<file path="config.mk">
export PLATFORM = sky130hd
export DESIGN_NAME = ula
export DESIGN_NICKNAME = d
export VERILOG_FILES = /design/src/rtl/ula.sv
export SDC_FILE = /design/constraint.sdc
export NUM_CORES = 1
export LEC_CHECK = 0
export CORE_MARGIN = 2
export CORE_UTILIZATION = 30
export CTS_BUF_LIST = sky130_fd_sc_hd__clkbuf_8
export DETAILED_ROUTE_END_ITERATION = 12
export PLACE_DENSITY = 0.57
export REMOVE_ABC_BUFFERS = 1
export SYNTH_ARGS = -nofsm -noshare
export SYNTH_HDL_FRONTEND = slang
export SYNTH_SLANG_ARGS = --single-unit
export TNS_END_PERCENT = 5
</file>
<file path="constraint.sdc">
create_clock -name clock -period 0.8 [get_ports clock]
set_input_delay 0.2 -clock clock [delete_from_list [all_inputs] [get_ports clock]]
set_output_delay 0.2 -clock clock [all_outputs]
set_load 0.05 [all_outputs]
</file>
<file path="src/rtl/ula.sv">
// nRisc ALU: combines two operands under a 3-bit op code; result and zero flag
// are registered together so the flag can never disagree with the result.
module ula #(
  parameter int WIDTH = 8
) (
  input  logic             clock,
  input  logic             reset,
  input  logic [2:0]       ULAOp,
  input  logic [WIDTH-1:0] Dado1,
  input  logic [WIDTH-1:0] Dado2,
  output logic             zero,
  output logic [WIDTH-1:0] Resultado
);

  typedef enum logic [2:0] {
    OP_ADD = 3'b000,
    OP_SUB = 3'b001,
    OP_AND = 3'b010,
    OP_OR  = 3'b011,
    OP_SLT = 3'b100,
    OP_XOR = 3'b101,
    OP_SRL = 3'b110,
    OP_SLL = 3'b111
  } op_e;

  logic [WIDTH-1:0] res_nxt;
  logic [2:0]       shamt;

  // only the low three bits of B act as shift amount
  assign shamt = Dado2[2:0];

  always_comb begin
    res_nxt = '0;
    case (ULAOp)
      OP_ADD:  res_nxt = Dado1 + Dado2;
      OP_SUB:  res_nxt = Dado1 - Dado2;
      OP_AND:  res_nxt = Dado1 & Dado2;
      OP_OR:   res_nxt = Dado1 | Dado2;
      OP_SLT:  res_nxt = {{(WIDTH-1){1'b0}}, ($signed(Dado1) < $signed(Dado2))};
      OP_XOR:  res_nxt = Dado1 ^ Dado2;
      OP_SRL:  res_nxt = Dado1 >> shamt;
      OP_SLL:  res_nxt = Dado1 << shamt;
      default: res_nxt = '0;
    endcase
  end

  always_ff @(posedge clock or posedge reset) begin
    if (reset) begin
      Resultado <= '0;
      zero      <= 1'b1;
    end else begin
      Resultado <= res_nxt;
      zero      <= (res_nxt == '0);
    end
  end

endmodule

</file>
==> impl_summary.txt, run 1 <==
----------------------------------------------------
[Run status]
  Outcome ... finished with violations
  Violations in the final reports ... negative setup slack

[Clocking]
  H-tree Lvls ... 1
  Number of hold buffers added after CTS ... 0
  Number of buffers created by CTS ... 3
  Sink count of the clock tree ... 9
  Largest buffer count on any clock path ... 2
  Root buf cell ... clkbuf_8
  Clock-pin slew of the registers on the worst-case setup and hold paths ... 0.04 ns
  TritonCTS clock tree ... yes

[Worst setup path]
  Series of cell instances along the critical path ... clkdlybuf4s50_1 -> buf_4 -> mux2i_4 -> mux2i_2 -> a221o_1 -> o32a_1 -> nor2_2 -> or4b_4 -> nor4_4
  Launching element type of the critical path ... input pin
  Critical Path Max Stage Delay ... 0.49 ns
  Classification of the worst setup path ... input pin to register
  Kind of cell adding the most delay to the critical path ... simple AND/OR/NAND/NOR gates
  Maximum fanout along the worst path ... 4
  Category of the worst setup path capture point ... register
  Arrival time at the worst endpoint ... ~2.6 ns
  Standard cell with the maximum stage delay on the critical path ... or4b_4
  Crit path buffers/inverters ... 2
  Required time reported for the critical path endpoint ... 0.94 ns

[Route]
  Routed via count ... 2100
  Routed length per instance ... 15.1 um
  DRT Wirelength ... 6.18 mm
  Starting DRC count in detailed routing ... approximately 190
  Number of detailed-route iterations in the first pass ... 4
  Number of nets still failing antenna checks after routing ... 0
  Vias per cell ... 5.13
  Count of unresolved DRC violations after routing ... 0

[Synth]
  Number of distinct standard cells referenced by the synthesized netlist ... 61
  Largest cells by area after synthesis ... ha_1 16%, dfrtp_1 11%, mux2i_1 7.9%, inv_1 4.7%, nand2_1 3.5%
  Count of synthesis-stage warnings from yosys ... 0
  Count of flip-flops with a built-in enable after synthesis ... 0
  Synth Instances ... around 230
  Total of flip-flops plus latches after synthesis ... 9
  Sequential-to-total area share from yosys stat ... 0.119
  Fraction of synthesized cell area taken by the top area cell type ... 0.164
  Most used flip-flop cell after synthesis ... dfrtp_1
  Dominant cell type by area after synthesis ... ha_1
  Per-instance average area after synthesis ... approximately 8.1 um2
  Synth top cells by count ... 25 x ha_1, 24 x inv_1, 18 x nand2_1
  Most numerous cell in the Yosys netlist ... ha_1
  Async set-reset flop share out of synthesis ... 1.00
  Area of the mapped netlist ... ~1900 um2

[Power]
  Standby leakage power ... around 1.5 nW
  Power Dens Cells ... 1040 nW/um2
  Highest ir drop seen on vdd ... 0.000920 V

[STA]
  Share of the clock period used by the worst path after layout ... 3.02
  Rel. slew slack ... 0.741
  Post-layout minimum cycle time ... 2.42 ns
  Slew Limit Fails ... 0
  Number of endpoints failing setup at the final stage ... 18
  Fmax ... 413 MHz
  Worst-case setup margin in the final layout ... -1.62 ns
  Final-report hold violation count ... 0
  Tightest Pin Transition ... about 0.38 ns
  Unrepaired setup endpoints after global routing ... true
  Hold Worst Slack ... 0.288 ns

[Placement]
  Final weighted congestion in routability-driven placement ... 0.892
  Post-detailed-placement half-perimeter wirelength ... slightly above 5 mm
  IO buf count ... 29
  Worst slack at placement ... -2.51 ns
  Placed Cells ... 402

[Global routing]
  Total global-route track usage ... 0.178
  Wire length of the first global-routing pass ... 10.2 mm
  Number of antenna violations at the first check in global routing ... 0
  Vias in the first global route ... 2124
  Maximum number of pins on one net before global-route repair ... 16
  Global-route congestion overflow total ... 0

[Layout]
  Ratio of cells with drive above 1 in the final layout ... 0.437
  Fillcell total ... 622
  Util after Layout ... 0.506
  Final instance count without filler cells ... 409
  Area growth, synth to finish ... 65.7%
  Number of antenna repair diodes ... 0
  Final layout net count ... about 380

[Die]
  DIE WIDTH ... 83.7 um
  Initial cell density of the core ... 0.305
  Floorplan Core Area ... 6240 um2
  DIE AREA ... 7000 um2
  Number of core rows ... 29
  Chip height ... 83.7 um
  I/O pin cnt ... 30

[Job]
  Max-cap violation count ... 0

[Hold path]
  Worst min path class ... input pin to async pin

----------------------------------------------------
==> per-stage QoR <==
step,TNS [ns],total power [mW],instance area (um2)
finish,-12.69,3.29,3160
global route,-13.67,3.48,3160
CTS,-13.30,3.23,3060
detailed placement,-17.63,2.59,2860
global placement,-17.37,2.57,2860
floorplan,-10.35,1.48,1810
==> sequential cells by signal (all words and copies together), names as in the netlist <==
signal,count
zero,1
Resultado,8
==> kinds of logic after synthesis <==
kind of cell | share of synthesized area
adders and majority gates | 0.185
xor gates and xnor gates | 0.0322
DFF | 0.119
muxes | 0.130
AOI/OAI and AO/OA | 0.235
and+or+nand+nor | 0.196
buffers and inverters | 0.102
==> final timing paths <==
path / to / depth (start not counted) / startpoint / slack, ns
max: zero / 9 / Dado1[7] / -1.62
min: Resultado[0] / 3 / reset / 0.29
max in group asynchronous: Resultado[3] / 3 / reset / 0.41
min in group clock: zero / 7 / Dado2[0] / 0.65
==> layout by cell type, fill, tap and decap left out, types with 6 or more instances in the layout <==
master | synthesis | routed
inv_2 | 2 | 9
nor3_1 | 10 | 9
a21oi_1 | 12 | 11
ha_1 | 25 | 18
nand2b_1 | 6 | 6
mux2i_1 | 15 | 13
buf_4 | 2 | 73
dlygate4sd2_1 | 0 | 7
buf_12 | 1 | 10
dfrtp_1 | 8 | 8
nand2_1 | 18 | 18
inv_1 | 24 | 18
nor2_1 | 12 | 11
==> final cells by class <==
cell class,count,area [um2],share of cell area
clock buffers,3,41.3,0.0131
clock inverters,1,3.75,0.00119
inverters,27,103,0.0325
multi-input cells,185,1690,0.535
flip-flops and latches,9,226,0.0718
well taps,77,96.3,0.0305
repair buffers,107,996,0.316
==> power breakdown <==
group | leakage [nW] | total [mW] | switching, mW | internal, mW
clock | 0.0269 | 0.494 | 0.161 | 0.333
sequential | 0.109 | 0.572 | 0.0503 | 0.522
combinational | 1.37 | 2.23 | 1.10 | 1.13
total | 1.50 | 3.29 | 1.31 | 1.99
==> timing repair <==
action / in CTS / in global routing
resized for setup: 57 / 24
endpoints found under the setup margin: 18 / 18
pin swaps: 13 / 13
cloned: 0 / 0
endpoints found under the hold margin: 0 / 0
setup buffers: 2 / 1
==> metal layers <==
| metal | share of wire | global-route usage |
|---|---|---|
| met1 | 0.43 | 0.224 |
| met2 | 0.53 | 0.337 |
| met3 | 0.031 | 0.00692 |
| met4 | 0.011 | 0.0367 |
| met5 | 0 | 0 |
Note: power is estimated with default switching activity, not from simulation.
==> inputs of run 2 (changes only) <==
--- a/config.mk
+++ b/config.mk
@@ -9,6 +9,7 @@
 export CORE_UTILIZATION = 30
 export CTS_BUF_LIST = sky130_fd_sc_hd__clkbuf_8
 export DETAILED_ROUTE_END_ITERATION = 12
+export MAX_ROUTING_LAYER = met4
 export PLACE_DENSITY = 0.57
 export REMOVE_ABC_BUFFERS = 1
 export SYNTH_ARGS = -nofsm -noshare
==> run 2 against run 1 <==
  * The run still ends with negative setup slack left
  * Die area stayed put
  * First-iteration DRC count is 5.4% lower
  * Clock power is 5.1% higher
  * Via count is 4.0% higher
  * Combinational power is 4% higher
  * Sequential power hardly changed
  * Largest cell class unchanged
  * Largest power group unchanged
==> impl_summary.txt, run 2 (synthesized netlist as in run 1, its figures left out) <==
----------------------------------------------------
[Route]
  Routed length per instance ... 15.6 um (was 15.1 um)
  Number of detailed-route iterations in the first pass ... 5 (was 4)
  Count of unresolved DRC violations after routing ... 0 (unchanged)
  Number of nets still failing antenna checks after routing ... 0 (unchanged)
  Vias per cell ... 5.31 (was 5.13)
  Routed via count ... 2184 (was 2100)
  Starting DRC count in detailed routing ... 176 (was 186)
  DRT Wirelength ... 6.41 mm (was 6.18 mm)

[Clocking]
  Sink count of the clock tree ... 9 (unchanged)
  H-tree Lvls ... 1 (unchanged)
  Number of buffers created by CTS ... 3 (unchanged)
  Largest buffer count on any clock path ... 2 (unchanged)
  Clock-pin slew of the registers on the worst-case setup and hold paths ... 0.05 ns (was 0.04 ns)
  TritonCTS clock tree ... yes (unchanged)
  Root buf cell ... clkbuf_8 (unchanged)

[STA]
  Post-layout minimum cycle time ... 2.34 ns (was 2.42 ns)
  Share of the clock period used by the worst path after layout ... 2.92 (was 3.02)
  Unrepaired setup endpoints after global routing ... true (unchanged)
  Worst-case setup margin in the final layout ... -1.54 ns (was -1.62 ns)
  Final-report hold violation count ... 0 (unchanged)
  Number of endpoints failing setup at the final stage ... 18 (unchanged)
  Slew Limit Fails ... 0 (unchanged)
  Fmax ... 428 MHz (was 413 MHz)
  Rel. slew slack ... 0.742 (was 0.741)
  Tightest Pin Transition ... 0.388 ns (was 0.378 ns)

[Hold path]
  Worst min path class ... input pin to async pin (unchanged)

[Placement]
  Final weighted congestion in routability-driven placement ... 0.878 (was 0.892)
  Instance area after placement ... 2880 um2 (was 2860 um2)
  Worst slack at placement ... -2.40 ns (was -2.51 ns)
  Post-detailed-placement half-perimeter wirelength ... 5.18 mm (was 5.15 mm)
  IO buf count ... 29 (unchanged)
  Placed Cells ... 402 (unchanged)

[Layout]
  Final layout net count ... 383 (was 381)
  Reg with most FFs ... Resultado (unchanged)
  Biggest regs ... Resultado (8), zero (1) (unchanged)
  Most frequent standard cell in the layout excluding fill and tap cells ... buf_4 (unchanged)
  Multi-input logic area ... 1750 um2 (was 1690 um2)
  Final instance count without filler cells ... 411 (was 409)
  Area growth, synth to finish ... 71.6% (was 65.7%)
  Sequential Area ... 226 um2 (unchanged)
  Number of antenna repair diodes ... 0 (unchanged)
  Max reg flops ... 8 (unchanged)
  Area of all placed cells without fillers ... 3270 um2 (was 3160 um2)
  Leading cell types in the layout, fill and taps excluded ... 68 x buf_4, 18 x nand2_1, 18 x ha_1 (was 73 x buf_4, 18 x inv_1, 18 x nand2_1, 18 x ha_1, 13 x mux2i_1)
  Ratio of cells with drive above 1 in the final layout ... 0.473 (was 0.437)
  Fillcell total ... 586 (was 622)

[Global routing]
  Vias in the first global route ... 2219 (was 2124)
  Number of antenna violations at the first check in global routing ... 0 (unchanged)
  Maximum number of pins on one net before global-route repair ... 15 (was 16)
  Total global-route track usage ... 0.190 (was 0.178)
  Global-route congestion overflow total ... 0 (unchanged)
  Wire length of the first global-routing pass ... 10.7 mm (was 10.2 mm)

[Worst setup path]
  Classification of the worst setup path ... input pin to register (unchanged)
  Series of cell instances along the critical path ... buf_8 -> ha_4 -> fa_2 -> or2_4 -> a221oi_2 -> buf_4 -> o21bai_1 -> a21oi_1 -> o41ai_2 -> or4b_4 -> nor4_4 (was clkdlybuf4s50_1 -> buf_4 -> mux2i_4 -> mux2i_2 -> a221o_1 -> o32a_1 -> nor2_2 -> or4b_4 -> nor4_4)
  Required time reported for the critical path endpoint ... 0.95 ns (was 0.94 ns)
  Launching element type of the critical path ... input pin (unchanged)
  Arrival time at the worst endpoint ... 2.49 ns (was 2.55 ns)
  Standard cell with the maximum stage delay on the critical path ... or4b_4 (unchanged)
  Levels on crit path ... 11 (was 9)
  Crit path buffers/inverters ... 2 (unchanged)
  Category of the worst setup path capture point ... register (unchanged)
  Kind of cell adding the most delay to the critical path ... simple AND/OR/NAND/NOR gates (unchanged)
  Critical Path Max Stage Delay ... 0.57 ns (was 0.49 ns)
  Maximum fanout along the worst path ... 3 (was 4)

[Run status]
  Violations in the final reports ... negative setup slack (unchanged)
  Outcome ... finished with violations (unchanged)

[Die]
  DIE AREA ... 7000 um2 (unchanged)
  Number of core rows ... 29 (unchanged)
  Floorplan Core Area ... 6240 um2 (unchanged)
  Initial cell density of the core ... 0.305 (unchanged)
  Chip height ... 83.7 um (unchanged)
  I/O pin cnt ... 30 (unchanged)
  DIE WIDTH ... 83.7 um (unchanged)

[Power]
  Power Dens Cells ... 1040 nW/um2 (about the same)
  Highest ir drop seen on vdd ... 0.000954 V (was 0.000920 V)
  Standby leakage power ... 1.54 nW (was 1.50 nW)

[Job]
  Max-cap violation count ... 0 (unchanged)

----------------------------------------------------
-- run 2: worst paths after layout --
check,startpoint,endpoint,slack (ns)
max in group asynchronous,reset,Resultado[2],0.39
min in group clock,Dado2[2],zero,0.66
max,Dado2[0],zero,-1.54
min,reset,Resultado[5],0.31
-- run 2: through the flow --
stage,total power [mW],hold WS (ns),setup TNS [ns],utilization
floorplan,1.48,0.0272,-10.35,-
global placement,2.57,0.550,-17.51,0.461
detailed placement,2.59,0.552,-17.63,0.461
CTS,3.22,0.321,-13.65,0.490
global route,3.58,0.343,-13.43,0.523
finish,3.41,0.308,-12.56,0.523
-- run 2: worst min-delay path, delay by kind of cell --
family	cells	cell delay (ns)
buf+inv	3	0.66
-- run 2: layout make-up --
type / instances / area share
Multi-Input combinational cell: 185 / 0.536
Inverter: 27 / 0.0322
Timing Repair Buffer: 109 / 0.319
Clock inverter: 1 / 0.00115
Clock buffer: 3 / 0.0126
Sequential cell: 9 / 0.0693
Tap cell: 77 / 0.0295
-- run 2: repair_timing --
action / 4_1_cts / 5_1_grt
setup endpoints to repair: 18 / 18
pin swaps: 12 / 19
buffers inserted: 2 / 3
hold buffers: 0 / 0
cloned: 0 / 0
gates resized for setup: 52 / 50
-- run 2: metal layers --
layer | vias to the layer above | wire length [um] | global-route usage
li1 | 1059 | - | -
met1 | 1052 | 2720 | 0.237
met2 | 60 | 3390 | 0.336
met3 | 13 | 192 | 0.0119
met4 | 0 | 104 | 0.0440
met5 | - | 0 | -
-- run 2: power breakdown --
group	switching [mW]	total (mW)	internal (mW)
Sequential	0.0492	0.570	0.521
Clock	0.184	0.519	0.335
Combinational	1.12	2.32	1.20
==> inputs of run 3 (changes only) <==
--- a/config.mk
+++ b/config.mk
@@ -5,9 +5,11 @@
 export SDC_FILE = /design/constraint.sdc
 export NUM_CORES = 1
 export LEC_CHECK = 0
+export CAP_MARGIN = 20
 export CORE_MARGIN = 2
 export CORE_UTILIZATION = 30
 export CTS_BUF_LIST = sky130_fd_sc_hd__clkbuf_8
+export CTS_CLUSTER_DIAMETER = 60
 export DETAILED_ROUTE_END_ITERATION = 12
 export MAX_ROUTING_LAYER = met4
 export PLACE_DENSITY = 0.57
==> results of run 3 <==
The final DEF is identical to that of run 2; final timing and power are the same.
